### src/rtl/cpu_v1_pkg.sv
// Shared definitions for the Simple CPU v1 control path: opcode fields, ALU codes,
// sequencer state encoding and B-operand mux selects.
package cpu_v1_pkg;

  localparam int OP_MSB  = 7;
  localparam int OP_LSB  = 5;
  localparam int IMM_BIT = 4;

  localparam logic [2:0] OP_ADD = 3'b000;
  localparam logic [2:0] OP_SUB = 3'b001;
  localparam logic [2:0] OP_AND = 3'b010;
  localparam logic [2:0] OP_OR  = 3'b011;
  localparam logic [2:0] OP_LD  = 3'b100;
  localparam logic [2:0] OP_ST  = 3'b101;
  localparam logic [2:0] OP_JMP = 3'b110;
  localparam logic [2:0] OP_HLT = 3'b111;

  // ALU codes coincide with the opcode field; LD is the pass-B operation.
  localparam logic [2:0] ALU_ADD   = 3'b000;
  localparam logic [2:0] ALU_SUB   = 3'b001;
  localparam logic [2:0] ALU_AND   = 3'b010;
  localparam logic [2:0] ALU_OR    = 3'b011;
  localparam logic [2:0] ALU_PASSB = 3'b100;
  localparam logic [2:0] ALU_IDLE  = 3'b000;

  localparam logic [2:0] ST_FETCH_OP  = 3'd0;
  localparam logic [2:0] ST_FETCH_ARG = 3'd1;
  localparam logic [2:0] ST_MEM_RD    = 3'd2;
  localparam logic [2:0] ST_EXEC_IMM  = 3'd3;
  localparam logic [2:0] ST_MEM_WR    = 3'd4;
  localparam logic [2:0] ST_JUMP      = 3'd5;
  localparam logic [2:0] ST_HALT      = 3'd6;
  localparam logic [2:0] ST_FAULT     = 3'd7;

  localparam logic MUXB_MEM = 1'b0;
  localparam logic MUXB_IR  = 1'b1;

  typedef struct packed {
    logic       muxb;
    logic       ir_ld;
    logic [2:0] alu_op;
    logic       acc_ld;
    logic       pc_inc;
    logic       pc_ld;
    logic       mem_req;
    logic       mem_we;
    logic       addr_sel;
    logic       halted;
    logic       fault;
  } ctrl_t;

  function automatic logic [2:0] state_after_arg(input logic [2:0] op, input logic imm);
    logic [2:0] nxt;
    if (op == OP_ST)       nxt = ST_MEM_WR;
    else if (op == OP_JMP) nxt = ST_JUMP;
    else if (imm)          nxt = ST_EXEC_IMM;
    else                   nxt = ST_MEM_RD;
    return nxt;
  endfunction

endpackage

### src/rtl/cpu_ctrl_timeout.sv
// Memory-handshake wait counter; expired fires in the request cycle that would
// make the count reach TIMEOUT_CYC.
module cpu_ctrl_timeout #(
  parameter int unsigned TIMEOUT_CYC = 16
) (
  input  logic clk,
  input  logic rst_n,
  input  logic clr,
  input  logic en,
  output logic expired
);

  localparam int W = $clog2(TIMEOUT_CYC + 1);

  logic [W-1:0] cnt_q, cnt_d;

  always_comb begin
    cnt_d = cnt_q;
    if (clr)     cnt_d = '0;
    else if (en) cnt_d = cnt_q + W'(1);
  end

  always_ff @(posedge clk or negedge rst_n) begin
    if (!rst_n) cnt_q <= '0;
    else        cnt_q <= cnt_d;
  end

  assign expired = en && (cnt_q == W'(TIMEOUT_CYC - 1));

endmodule

### src/rtl/cpu_ctrl_seq.sv
// Multi-cycle control sequencer for Simple CPU v1 (opcode fetch, operand fetch, execute).
// Optional memory-ack timeout fault enabled by defining CPU_CTRL_TIMEOUT_EN.
module cpu_ctrl_seq
  import cpu_v1_pkg::*;
#(
  parameter int unsigned TIMEOUT_CYC = 16
) (
  input  logic       clk,
  input  logic       rst_n,
  input  logic       mem_ack,
  input  logic [7:0] mem_rdata,
  input  logic       zero,
  output logic       muxb,
  output logic       ir_ld,
  output logic [2:0] alu_op,
  output logic       acc_ld,
  output logic       pc_inc,
  output logic       pc_ld,
  output logic       mem_req,
  output logic       mem_we,
  output logic       addr_sel,
  output logic       halted,
  output logic       fault
);

  logic [2:0] state_q, state_d;
  logic [2:0] op_q, op_d;
  logic       imm_q, imm_d;
  logic       tmo_expired;
  ctrl_t      ctl;
  ctrl_t      ctl_out;

  always_comb begin
    ctl      = '0;
    ctl.muxb = MUXB_MEM;
    state_d  = state_q;
    op_d     = op_q;
    imm_d    = imm_q;
    case (state_q)
      ST_FETCH_OP: begin
        ctl.mem_req = 1'b1;
        if (mem_ack) begin
          op_d       = mem_rdata[OP_MSB:OP_LSB];
          imm_d      = mem_rdata[IMM_BIT];
          ctl.pc_inc = 1'b1;
          state_d    = (mem_rdata[OP_MSB:OP_LSB] == OP_HLT) ? ST_HALT : ST_FETCH_ARG;
        end
      end
      ST_FETCH_ARG: begin
        ctl.mem_req = 1'b1;
        if (mem_ack) begin
          ctl.ir_ld  = 1'b1;
          ctl.pc_inc = 1'b1;
          state_d    = state_after_arg(op_q, imm_q);
        end
      end
      ST_MEM_RD: begin
        ctl.mem_req  = 1'b1;
        ctl.addr_sel = 1'b1;
        ctl.alu_op   = op_q;
        if (mem_ack) begin
          ctl.acc_ld = 1'b1;
          state_d    = ST_FETCH_OP;
        end
      end
      ST_EXEC_IMM: begin
        ctl.muxb   = MUXB_IR;
        ctl.alu_op = op_q;
        ctl.acc_ld = 1'b1;
        state_d    = ST_FETCH_OP;
      end
      ST_MEM_WR: begin
        ctl.mem_req  = 1'b1;
        ctl.mem_we   = 1'b1;
        ctl.addr_sel = 1'b1;
        if (mem_ack) state_d = ST_FETCH_OP;
      end
      ST_JUMP: begin
        ctl.pc_ld = 1'b1;
        state_d   = ST_FETCH_OP;
      end
      ST_HALT:  ctl.halted = 1'b1;
      ST_FAULT: ctl.fault  = 1'b1;
      default:  state_d    = ST_FETCH_OP;
    endcase
    // A stalled request that runs out of patience abandons the instruction.
    if (ctl.mem_req && !mem_ack && tmo_expired) state_d = ST_FAULT;
  end

  always_ff @(posedge clk or negedge rst_n) begin
    if (!rst_n) begin
      state_q <= ST_FETCH_OP;
      op_q    <= ALU_IDLE;
      imm_q   <= 1'b0;
    end else begin
      state_q <= state_d;
      op_q    <= op_d;
      imm_q   <= imm_d;
    end
  end

`ifdef CPU_CTRL_TIMEOUT_EN
  cpu_ctrl_timeout #(
    .TIMEOUT_CYC (TIMEOUT_CYC)
  ) u_timeout (
    .clk     (clk),
    .rst_n   (rst_n),
    .clr     (state_d != state_q),
    .en      (ctl.mem_req && !mem_ack),
    .expired (tmo_expired)
  );
`else
  assign tmo_expired = 1'b0;
`endif

  // Gating with rst_n makes every strobe, mem_req included, drop the instant reset asserts.
  assign ctl_out = rst_n ? ctl : '0;

  assign muxb     = ctl_out.muxb;
  assign ir_ld    = ctl_out.ir_ld;
  assign alu_op   = ctl_out.alu_op;
  assign acc_ld   = ctl_out.acc_ld;
  assign pc_inc   = ctl_out.pc_inc;
  assign pc_ld    = ctl_out.pc_ld;
  assign mem_req  = ctl_out.mem_req;
  assign mem_we   = ctl_out.mem_we;
  assign addr_sel = ctl_out.addr_sel;
  assign halted   = ctl_out.halted;
`ifdef CPU_CTRL_TIMEOUT_EN
  assign fault    = ctl_out.fault;
`else
  assign fault    = 1'b0;
`endif

  logic unused_sig;
  assign unused_sig = ^{zero, mem_rdata[3:0], TIMEOUT_CYC[0]};

endmodule

### config.mk
export PLATFORM = sky130hd
export DESIGN_NAME = cpu_ctrl_seq
export DESIGN_NICKNAME = d
export VERILOG_FILES = /design/src/rtl/cpu_v1_pkg.sv /design/src/rtl/cpu_ctrl_timeout.sv /design/src/rtl/cpu_ctrl_seq.sv
export SDC_FILE = /design/constraint.sdc
export NUM_CORES = 1
export LEC_CHECK = 0
export ABC_AREA = 1
export ABC_CLOCK_PERIOD_IN_PS = 3400
export BUFFER_PORTS_ARGS = -buffer_cell sky130_fd_sc_hd__buf_2
export CORE_AREA = 8 8 45 47
export CTS_CLUSTER_SIZE = 30
export DETAILED_ROUTE_END_ITERATION = 8
export DIE_AREA = 0 0 53 55
export GPL_ROUTABILITY_DRIVEN = 0
export PLACE_DENSITY = 0.8
export SETUP_SLACK_MARGIN = 0.02
export SLEW_MARGIN = 10
export SYNTH_ARGS = -nofsm -noshare
export SYNTH_HDL_FRONTEND = slang
export SYNTH_SLANG_ARGS = --single-unit
### constraint.sdc
create_clock -name clk -period 3.4 [get_ports clk]
set_input_delay 0 -clock clk [delete_from_list [all_inputs] [get_ports clk]]
set_output_delay 0 -clock clk [all_outputs]
set_load 0.02 [all_outputs]
==> impl_results.md, run 1 <==
* Number of design-rule violations left by the first detailed-router iteration at 21
* Most instantiated flip-flop cell in the synthesis netlist: dfrtp_1
* Post-Synthesis Cell Area at 561 sq um
* Detail Route Antenna Nets at 0
* Worst-case clock skew at around 0.005 ns
* Largest cells by area after synthesis: dfrtp_1 31%, nand2_1 15%, inv_1 9.4%, nor2_1 7.4%, ha_1 6.7%
* Wire length of the first global-routing pass at between 2 and 2.5 mm
* Via count of the first global-routing pass at 558
* Critical Path Sink Type: primary output
* Number of buffer and inverter instances along the worst setup path at 2
* Crit share post-route at between 40% and 50%
* Critical-path maximum fanout at 8
* First-pass detailed-route iteration total at 4
* Shortest clock period the worst path allows after layout at 1.52 ns
* Total detailed-routing wirelength at about 1.4 mm
* Mean post-synth cell area at ~6.5 sq um
* Worst path max stage delay at about 0.5 ns
* Clock transition at the register clock pins on the worst setup and hold paths after CTS at about 0.05 ns
* Most numerous cell in the Yosys netlist: nand2_1
* Total negative setup slack at 0 ns
* Number of diodes added for antenna fixing at 0
* Power per Cell Area at ~240 nW/um^2
* Number of buffers added by the clock tree synthesis step at 3
* Count of vias placed by the detailed router at 602
* CTS tree: yes
* Distinct cells, synth at 18
* Comb power frac at 7.8%
* Switch share at between 20% and 30%
* Cell count after placement at between 100 and 150
* Max Cap Viol at 0
* Root buffer cell: clkbuf_4
* Die Y at approximately 55 microns
* Net count reported at finish at approximately 130
* Setup repair after global routing missed its margin: false
* Hold Violations, Final at 0
* Area enclosed by the die boundary at slightly below 3000 sq um
* End-of-flow core utilization at between 50% and 60%
* Layout area overhead at 26.6%
* Net Count, Synth at just over 100
* Congestion Overflow GR at 0
* Wire per inst at about 11 microns
* Core Area at between 1000 and 1500 sq um
* Non-filler instance count after layout at between 100 and 150
* Gate family responsible for the most delay along the worst path: flip-flops
* Leakage power summed over all cells at 0.454 nW
* Initial core utilization at between 40 and 50%
* Status: finished, final reports clean
* Layout cell share with drive strength beyond 1 at between 20% and 30%
* Latest clock arrival within the worst-skew pair at between 0.2 and 0.3 ns
* Internal power at between 0.0001 and 0.00015 W
* Kind of critical path: reg2out
* Width of the die at approximately 53 microns
* Top cell types by occurrence after synthesis: 23 x nand2_1, 14 x inv_1, 11 x nor2_1, 7 x dfrtp_1
* # setup viols final at 0
* Sequential share of the synthesized area at a little under a third
* Biggest area consumer among synthesized cells: dfrtp_1
* IO Pins at 25
* Critical path data required time at about 3.4 ns
* Pin count of the biggest net entering global routing at 11
* Register bit count reported by yosys at 7
* Hold slack final at roughly 0.019 ns
* Ys async rst share at 100%
* Cells along the critical path: inv_1 > ha_1 > nand3_2 > a21oi_1 > buf_2
* Area fraction of the dominant cell type after synthesis at a little under a third
* Number of port buffers at 18
* EDFF count, synth at 0
* Number of clock sinks seen by CTS at 7
* Arr. time, crit path at around 1.5 ns
* CP max stage cell: dfrtp_1
* Final HPWL DP at between 1 and 1.5 mm
* Net switching power at ~0.000038 W
* Cells resized by post-CTS repair at 0
* CTS H-Tree Depth at 1
* Worst hold path class: in2reg
* Synth Instances at 86
* Clock network fraction of design power at between 40% and 50%
* Max Root-Sink Buffers at 2
* Sequential Power Share at between 40% and 50%
* FMAX at between 0.6 and 0.7 GHz
* Vias per inst at ~4.8
* GRT Resource Usage Total at approximately a tenth
* Overall power of the completed layout at 0.000171 W
* Number of antenna violations at the first check in global routing at 0
* Number of DRC violations after detailed routing at 0
* Max-slew violation total from the final report at 0
* Synthesis Warnings at 0
* FP Rows at 14
* Kind of launch point of the worst setup path: register
* IR drop worst, VDD at 0.000143 V
[placed cells by master, fill, tap and decap left out]
cell,Yosys,routed
a21oi_1,6,6
buf_2,0,18
clkbuf_4,0,3
dlygate4sd3_1,0,2
inv_2,1,1
conb_1,1,1
ha_1,3,3
clkbuf_1,0,1
nor2_4,1,1
nor3_1,5,5
nand3_1,6,6
nand3_2,1,1
nor4_1,1,1
inv_1,14,14
nand2_1,23,23
dfrtp_1,7,7
o21ai_1,1,1
nand2_2,2,2
nor2_2,1,1
nor2_1,11,11
a21oi_4,1,1
[flip-flops by register name (all words and copies together) (netlist names)]
signal   cells
op_q         3
state_q      3
imm_q        1
[power by group through the flow]
| stage | clock network (W) | registers [W] | logic (W) |
|---|---|---|---|
| 2_1_floorplan | 0 | 0.0000849 | 0.00000574 |
| 4_1_cts | 0.0000785 | 0.0000834 | 0.0000132 |
| 5_1_grt | 0.0000798 | 0.0000833 | 0.0000147 |
| 3_3_place_gp | 0 | 0.0000848 | 0.0000111 |
| 3_5_place_dp | 0 | 0.0000848 | 0.0000115 |
| 6_report | 0.0000744 | 0.0000835 | 0.0000133 |
[worst register-to-register path, delay by kind of cell, from the launching register on]
family,cells,cell delay (ns)
AND/OR/NAND/NOR,4,0.29
flip-flops,1,0.55
buffers and inverters,2,0.20
adder cells (fa/ha/maj),1,0.31
[cell families after synthesis]
logic type	count (synthesis)	synth area share [%]
adders and majority gates	3	6.70
AOI/OAI and AO/OA	8	9.15
other	1	0.669
DFF	7	31.3
buffers and inverters	16	11.4
and+or+nand+nor	51	40.8
[cell type report]
type / count / area (sq um)
clock buffers: 4 / 26.3
fillers: 144 / 674
inverters: 15 / 56.3
multi-input cells: 63 / 322
flip-flops and latches: 7 / 175
well taps: 16 / 20.0
repair buffers: 20 / 110
[final timing paths]
kind | startpoint | to | slack, ns | depth (start not counted)
worst max-delay path | state_q[2] | acc_ld | 1.88 | 5
worst min-delay path | mem_rdata[7] | op_q[2] | 0.02 | 3
worst max register to register | state_q[1] | state_q[1] | 2.00 | 7
worst min register to register | imm_q | imm_q | 0.51 | 2
max in group asynchronous | rst_n | imm_q | 3.05 | 2
min in group asynchronous | rst_n | state_q[1] | 0.16 | 2
[per-layer routing]
layer  wire length [microns]  vias up  GRT usage, %  part of all wire, %
li1                        -      311             -                    -
met1                     563      264          11.4                   41
met2                     644       22          17.4                   46
met3                     138        5          1.87                  9.9
met4                      40        0          7.76                  2.9
met5                       0        -             0                    0
[through the flow]
step / instance area, sq um / setup WS (ns)
global route: 709 / 1.78
detailed placement: 663 / 2.01
global placement: 663 / 2.07
finish: 709 / 1.88
CTS: 709 / 1.87
floorplan: 561 / 2.09
[timing repair]
action	CTS	global route
endpoints found under the setup margin	0	0
hold buffers	2	0
endpoints found under the hold margin	8	0
buffers inserted	0	0
Note: power is estimated with default switching activity, not from simulation.
==> run 2, diff against run 1 <==
--- a/config.mk
+++ b/config.mk
@@ -6,14 +6,14 @@
 export NUM_CORES = 1
 export LEC_CHECK = 0
 export ABC_AREA = 1
-export ABC_CLOCK_PERIOD_IN_PS = 3400
+export ABC_CLOCK_PERIOD_IN_PS = 1250
 export BUFFER_PORTS_ARGS = -buffer_cell sky130_fd_sc_hd__buf_2
-export CORE_AREA = 8 8 45 47
+export CORE_MARGIN = 8
+export CORE_UTILIZATION = 40
 export CTS_CLUSTER_SIZE = 30
 export DETAILED_ROUTE_END_ITERATION = 8
-export DIE_AREA = 0 0 53 55
 export GPL_ROUTABILITY_DRIVEN = 0
-export PLACE_DENSITY = 0.8
+export PLACE_DENSITY = 0.79
 export SETUP_SLACK_MARGIN = 0.02
 export SLEW_MARGIN = 10
 export SYNTH_ARGS = -nofsm -noshare
==> constraint.sdc (replaced) <==
create_clock -name clk -period 1.25 [get_ports clk]
set_input_delay 0 -clock clk [delete_from_list [all_inputs] [get_ports clk]]
set_output_delay 0 -clock clk [all_outputs]
set_load 0.02 [all_outputs]
==> run 2 against run 1 <==
The flow now finishes with violations (negative setup slack). Total power grew to 2.8 times the previous value. Flip-flop and latch count did not move. Combinational power grew to 3.0 times the previous value. Die area down 2.0%. Utilization increased by 19 points. Hold slack worse by 0.0066 ns. Critical endpoint is now ir_ld. Largest power group unchanged.
==> impl_results.md, run 2 (same netlist as run 1, synthesis figures left out) <==
* Number of DRC violations after detailed routing at 0
* Latest clock arrival within the worst-skew pair at about 0.25 ns
* First-pass detailed-route iteration total at 4
* Power per Cell Area at roughly 520 nW/um^2
* IO Pins at 25
* Most common library cell in the layout ignoring fill and taps: nand2_1
* Status: finished, violations left
* Post-place instance area at around 700 sq um
* Max-slew violation total from the final report at 0
* Final worst slack at -0.119 ns
* Via count of the first global-routing pass at about 670
* Critical path data required time at approximately 1.3 ns
* GRT Resource Usage Total at between 10% and 20%
* # setup viols final at 18
* Origin of the critical flop-to-flop path: state_q[1]
* Hold Violations, Final at 0
* Area enclosed by the die boundary at 2860 sq um
* Count of vias placed by the detailed router at about 680
* Kind of launch point of the worst setup path: register
* Leading registers by flop count: op_q x3, state_q x3, imm_q x1
* Initial core utilization at between 40 and 50%
* FP Rows at 13
* CTS tree: yes
* Clock transition at the register clock pins on the worst setup and hold paths after CTS at 0.05 ns
* IR drop worst, VDD at around 0.00047 V
* Reg-to-reg endpoint: state_q[1]
* Core Area at around 1300 sq um
* Max Root-Sink Buffers at 2
* Arr. time, crit path at approximately 1.4 ns
* Leakage power summed over all cells at between 0.4 and 0.5 nW
* Worst-case clock skew at approximately 0.0013 ns
* Die Y at 53.4 microns
* Start point of the worst min-delay path: mem_rdata[4]
* Layout area overhead at 62.3%
* Hold Crit Endpoint: imm_q
* Reg2Reg Setup Slack at -0.06 ns
* Total negative setup slack at -0.973 ns
* Congestion Overflow GR at 0
* FMAX at about 0.73 GHz
* Number of port buffers at 18
* Non-filler instance count after layout at 133
* Kind of critical path: reg2out
* Critical Path Sink Type: primary output
* CTS H-Tree Depth at 1
* Net count reported at finish at 134
* Setup repair after global routing missed its margin: true
* Worst hold path class: in2reg
* Critical-path maximum fanout at 4
* Number of diodes added for antenna fixing at 0
* Root buffer cell: clkbuf_4
* Shortest clock period the worst path allows after layout at roughly 1.4 ns
* Area of all placed cells without fillers at about 910 sq um
* Total detailed-routing wirelength at ~1.9 mm
* Failing checks: negative setup slack
* Most frequent cells in the layout: 20 x nand2_1, 17 x buf_4, 12 x inv_1
* Number of design-rule violations left by the first detailed-router iteration at 23
* Instance count along the most critical hold path at 3
* Pin count of the biggest net entering global routing at 9
* R2R depth at 9
* Overall power of the completed layout at 0.000473 W
* Vias per inst at 5.14
* Layout cell share with drive strength beyond 1 at approximately half
* Final HPWL DP at ~1.1 mm
* Wire length of the first global-routing pass at 2.89 mm
* Wire per inst at about 14 microns
* Detail Route Antenna Nets at 0
* Crit share post-route at 110%
* Number of buffers added by the clock tree synthesis step at 3
* Number of antenna violations at the first check in global routing at 0
* Max Cap Viol at 0
* Number of clock sinks seen by CTS at 7
* Cell count after placement at 122
* Width of the die at roughly 53 microns
==> run 2: cell count changes in the layout (fill, tap and decap cells not counted), moves of 3 or more <==
cell	before	now
nor3_1	5	1
nand2_2	2	5
buf_4	0	17
nor3_2	0	4
buf_2	18	6
buf_6	0	5
nand2_1	23	20
==> run 2: area by class of cell <==
class,count,area [sq um]
inverter,15,56.3
clock buffer,4,26.3
multi-input combinational,63,407
fill,92,392
sequential,7,178
tap,15,18.8
timing repair buffer,29,224
==> run 2: how the worst max path moves through the flow <==
stage	from	endpoint	cells after the start
5_1_grt	state_q[1]	mem_req	6
6_report	state_q[1]	ir_ld	5
3_5_place_dp	state_q[2]	state_q[2]	7
3_3_place_gp	state_q[1]	op_q[1]	4
2_1_floorplan	state_q[1]	pc_inc	4
4_1_cts	state_q[2]	ir_ld	5
==> run 2: timing repair <==
item                                    CTS  global route
endpoints found under the hold margin     7             0
buffers inserted                          4             2
gates resized for setup                  22            16
hold buffers                              1             0
endpoints found under the setup margin   12            16
pin swaps                                 7             6
==> run 2: worst max-delay path, stage by stage, from the launching register on <==
cell and delay [ns]:
dfrtp_2 0.45, buf_6 0.15, nor2_4 0.10, nand2_2 0.09, nor3_2 0.16, buf_4 0.18
==> run 2: power by group <==
part           internal, W  total [W]  switching [W]
Clock             0.000122   0.000207      0.0000846
Sequential        0.000227   0.000227              0
Combinational    0.0000122  0.0000399      0.0000277
Total             0.000361   0.000473       0.000112
==> run 2: per-layer routing <==
layer  global-route usage [%]  up-vias  routed length (microns)
met1                     13.2      314                      669
met2                     24.4       27                     1040
met4                     7.14        0                       64
li1                         -      334                        -
met3                     4.20        8                      124
met5                        0        -                        0
==> run 2: stage by stage <==
stage / setup WS, ns / utilization [%] / hold WS (ns)
after CTS: -0.0861 / 64.3 / 0.0137
after floorplan: 0.0585 / - / -0.296
final: -0.119 / 69.9 / 0.0120
after global routing: -0.189 / 69.9 / 0.0272
after global placement: 0.0567 / 53.8 / -0.136
after detailed placement: 0.0429 / 53.8 / -0.128
==> run 3, diff against run 2 <==
--- a/config.mk
+++ b/config.mk
@@ -8,7 +8,7 @@
 export ABC_AREA = 1
 export ABC_CLOCK_PERIOD_IN_PS = 1250
 export BUFFER_PORTS_ARGS = -buffer_cell sky130_fd_sc_hd__buf_2
-export CORE_MARGIN = 8
+export CORE_MARGIN = 2
 export CORE_UTILIZATION = 40
 export CTS_CLUSTER_SIZE = 30
 export DETAILED_ROUTE_END_ITERATION = 8
==> run 3 against run 2 <==
The flow still finishes with violations (negative setup slack). Flip-flop and latch count stayed put. Combinational power is 6.8% higher. First-iteration DRC count is 30% lower. Via count is 1.8% lower. Global-route usage is 7.1 points higher. Worst setup slack better by 0.020 ns. Sequential power hardly changed.
==> impl_results.md, run 3 (same netlist as run 1, synthesis figures left out) <==
* Status: finished, violations left
* Failing checks: negative setup slack
* Critical-path maximum fanout at 5
* Shortest clock period the worst path allows after layout at between 1 and 1.5 ns
* CTS H-Tree Depth at 1
* Number of DRC violations after detailed routing at 0
* Width of the die at 41.4 microns
* Core Area at 1300 sq um
* Vias per inst at 5.01
* Power per Cell Area at about 500 nW/um^2
* Cell count after placement at 122
* # setup viols final at 14
* Die Y at around 41 microns
* IR drop worst, VDD at 0.000457 V
* Non-filler instance count after layout at between 100 and 150
* Origin of the worst setup path: state_q[1]
* Hold Violations, Final at 0
* Critical Path Sink Type: register
* Worst-case clock skew at between 0.003 and 0.004 ns
* Max Cap Viol at 0
* Root buffer cell: clkbuf_4
* FP Rows at 13
* Leading registers by flop count: op_q x3, state_q x3, imm_q x1
* First-pass detailed-route iteration total at 4
* Area enclosed by the die boundary at 1720 sq um
* Number of diodes added for antenna fixing at 0
* Count of vias placed by the detailed router at around 670
* Instance count along the most critical hold path at 3
* Arr. time, crit path at about 1.5 ns
* Cells along the critical path: buf_4 > buf_4 > ha_2 > inv_1 > nand2_1 > nand2_1 > nand2_1
* Final worst slack at -0.0992 ns
* Kind of critical path: reg2reg
* Wire length of the first global-routing pass at ~2.7 mm
* IO Pins at 25
* Latest clock arrival within the worst-skew pair at between 0.2 and 0.3 ns
* FMAX at about 0.74 GHz
* Initial core utilization at a little over two fifths
* Leakage power summed over all cells at 0.510 nW
* Detail Route Antenna Nets at 0
* Hold slack final at approximately 0.02 ns
* Number of antenna violations at the first check in global routing at 0
* Most common library cell in the layout ignoring fill and taps: nand2_1
* Max-slew violation total from the final report at 0
* Max Root-Sink Buffers at 2
* CP max stage cell: dfrtp_2
* Crit share post-route at 108%
* Wire per inst at between 10 and 15 microns
* Number of port buffers at 18
* End-of-flow core utilization at just over 70%
* Gate family responsible for the most delay along the worst path: flip-flops
* Worst hold path class: in2reg
* Total detailed-routing wirelength at 1.76 mm
* Start point of the worst min-delay path: mem_rdata[6]
* Most common cell on crit path: nand2_1
* Worst path max stage delay at about 0.43 ns
* Total negative setup slack at -0.931 ns
* Number of clock sinks seen by CTS at 7
* Total routed wire length on the met1 layer at 718 microns
* Highest routed metal layer: met4
* Pin count of the biggest net entering global routing at 9
* Met2 Wirelength at just under 1 mm
* Final HPWL DP at about 970 microns
* Layout cell share with drive strength beyond 1 at approximately 49%
* Net count reported at finish at 135
* Detail Route met3 WL at ~58 microns
* Critical path data required time at between 1 and 1.5 ns
* Clock transition at the register clock pins on the worst setup and hold paths after CTS at approximately 0.05 ns
* Via count of the first global-routing pass at about 650
* Setup repair after global routing missed its margin: true
* Congestion Overflow GR at 0
* Reg-to-reg endpoint: state_q[1]
* Number of buffer and inverter instances along the worst setup path at 3
* Number of buffers added by the clock tree synthesis step at 3
* Kind of launch point of the worst setup path: register
* CTS tree: yes
* GRT Resource Usage Total at 20.5%
* Hold Crit Endpoint: op_q[1]
* Layout area overhead at 67.2%
* Origin of the critical flop-to-flop path: state_q[1]
* Most frequent cells in the layout: 23 x nand2_1, 15 x buf_4, 12 x inv_1
* R2R depth at 7
* Reg2Reg Setup Slack at -0.1 ns
* Number of design-rule violations left by the first detailed-router iteration at 16
## run 3: cell count changes in the layout (fill, tap and decap cells not counted), moves of 2 or more
cell and delta:
nor2_1 -2, buf_4 -2, nand2_1 +3, nand2_2 -3
## run 3: metal layers
metal / global-route usage, % / vias to the layer above
met1: 22.4 / 316
met2: 37.2 / 18
met5: 0 / -
li1: - / 335
met4: 10.3 / 0
met3: 3.91 / 2
## run 3: worst max path at each step
stage                     slack [ns]  cells past startpoint    endpoint
final                           -0.1                      7  state_q[1]
after CTS                      -0.06                      6      acc_ld
after floorplan                 0.06                      4      pc_inc
after detailed placement        0.03                      7  state_q[1]
after global placement          0.04                      7  state_q[1]
after global routing           -0.13                      6      acc_ld
## run 3: repair_timing
item	CTS	global route
hold endpoints to repair	8	0
cloned	0	0
gates resized for setup	26	14
setup endpoints to repair	11	19
hold buffers	2	0
buffers inserted	6	0
pin swaps	8	8
## run 3: final cells by class
cell class | count | area (sq um)
inverter | 15 | 56.3
clock buffer | 4 | 26.3
multi-input combinational | 63 | 423
fill | 91 | 364
sequential | 7 | 178
timing repair buffer | 30 | 235
tap | 15 | 18.8
## run 3: worst reg2reg max path, cell delays in order (launching register included)
cell	delay, ns
dfrtp_2	0.43
buf_4	0.16
buf_4	0.16
ha_2	0.22
inv_1	0.06
nand2_1	0.08
nand2_1	0.07
nand2_1	0.05
## run 3: metrics by stage
stage               power [W]  cell area [sq um]  setup WS, ns
floorplan            0.000247                569        0.0585
global placement     0.000262                701        0.0392
finish               0.000473                937       -0.0992
detailed placement   0.000262                701        0.0327
CTS                  0.000479                882       -0.0560
global route         0.000496                937        -0.135
## run 3: where the power goes
part	switching (W)	internal, W	leakage (nW)
logic	0.0000283	0.0000143	0.434
registers	0	0.000227	0.0606
clock network	0.0000817	0.000122	0.0150
total	0.000110	0.000363	0.510
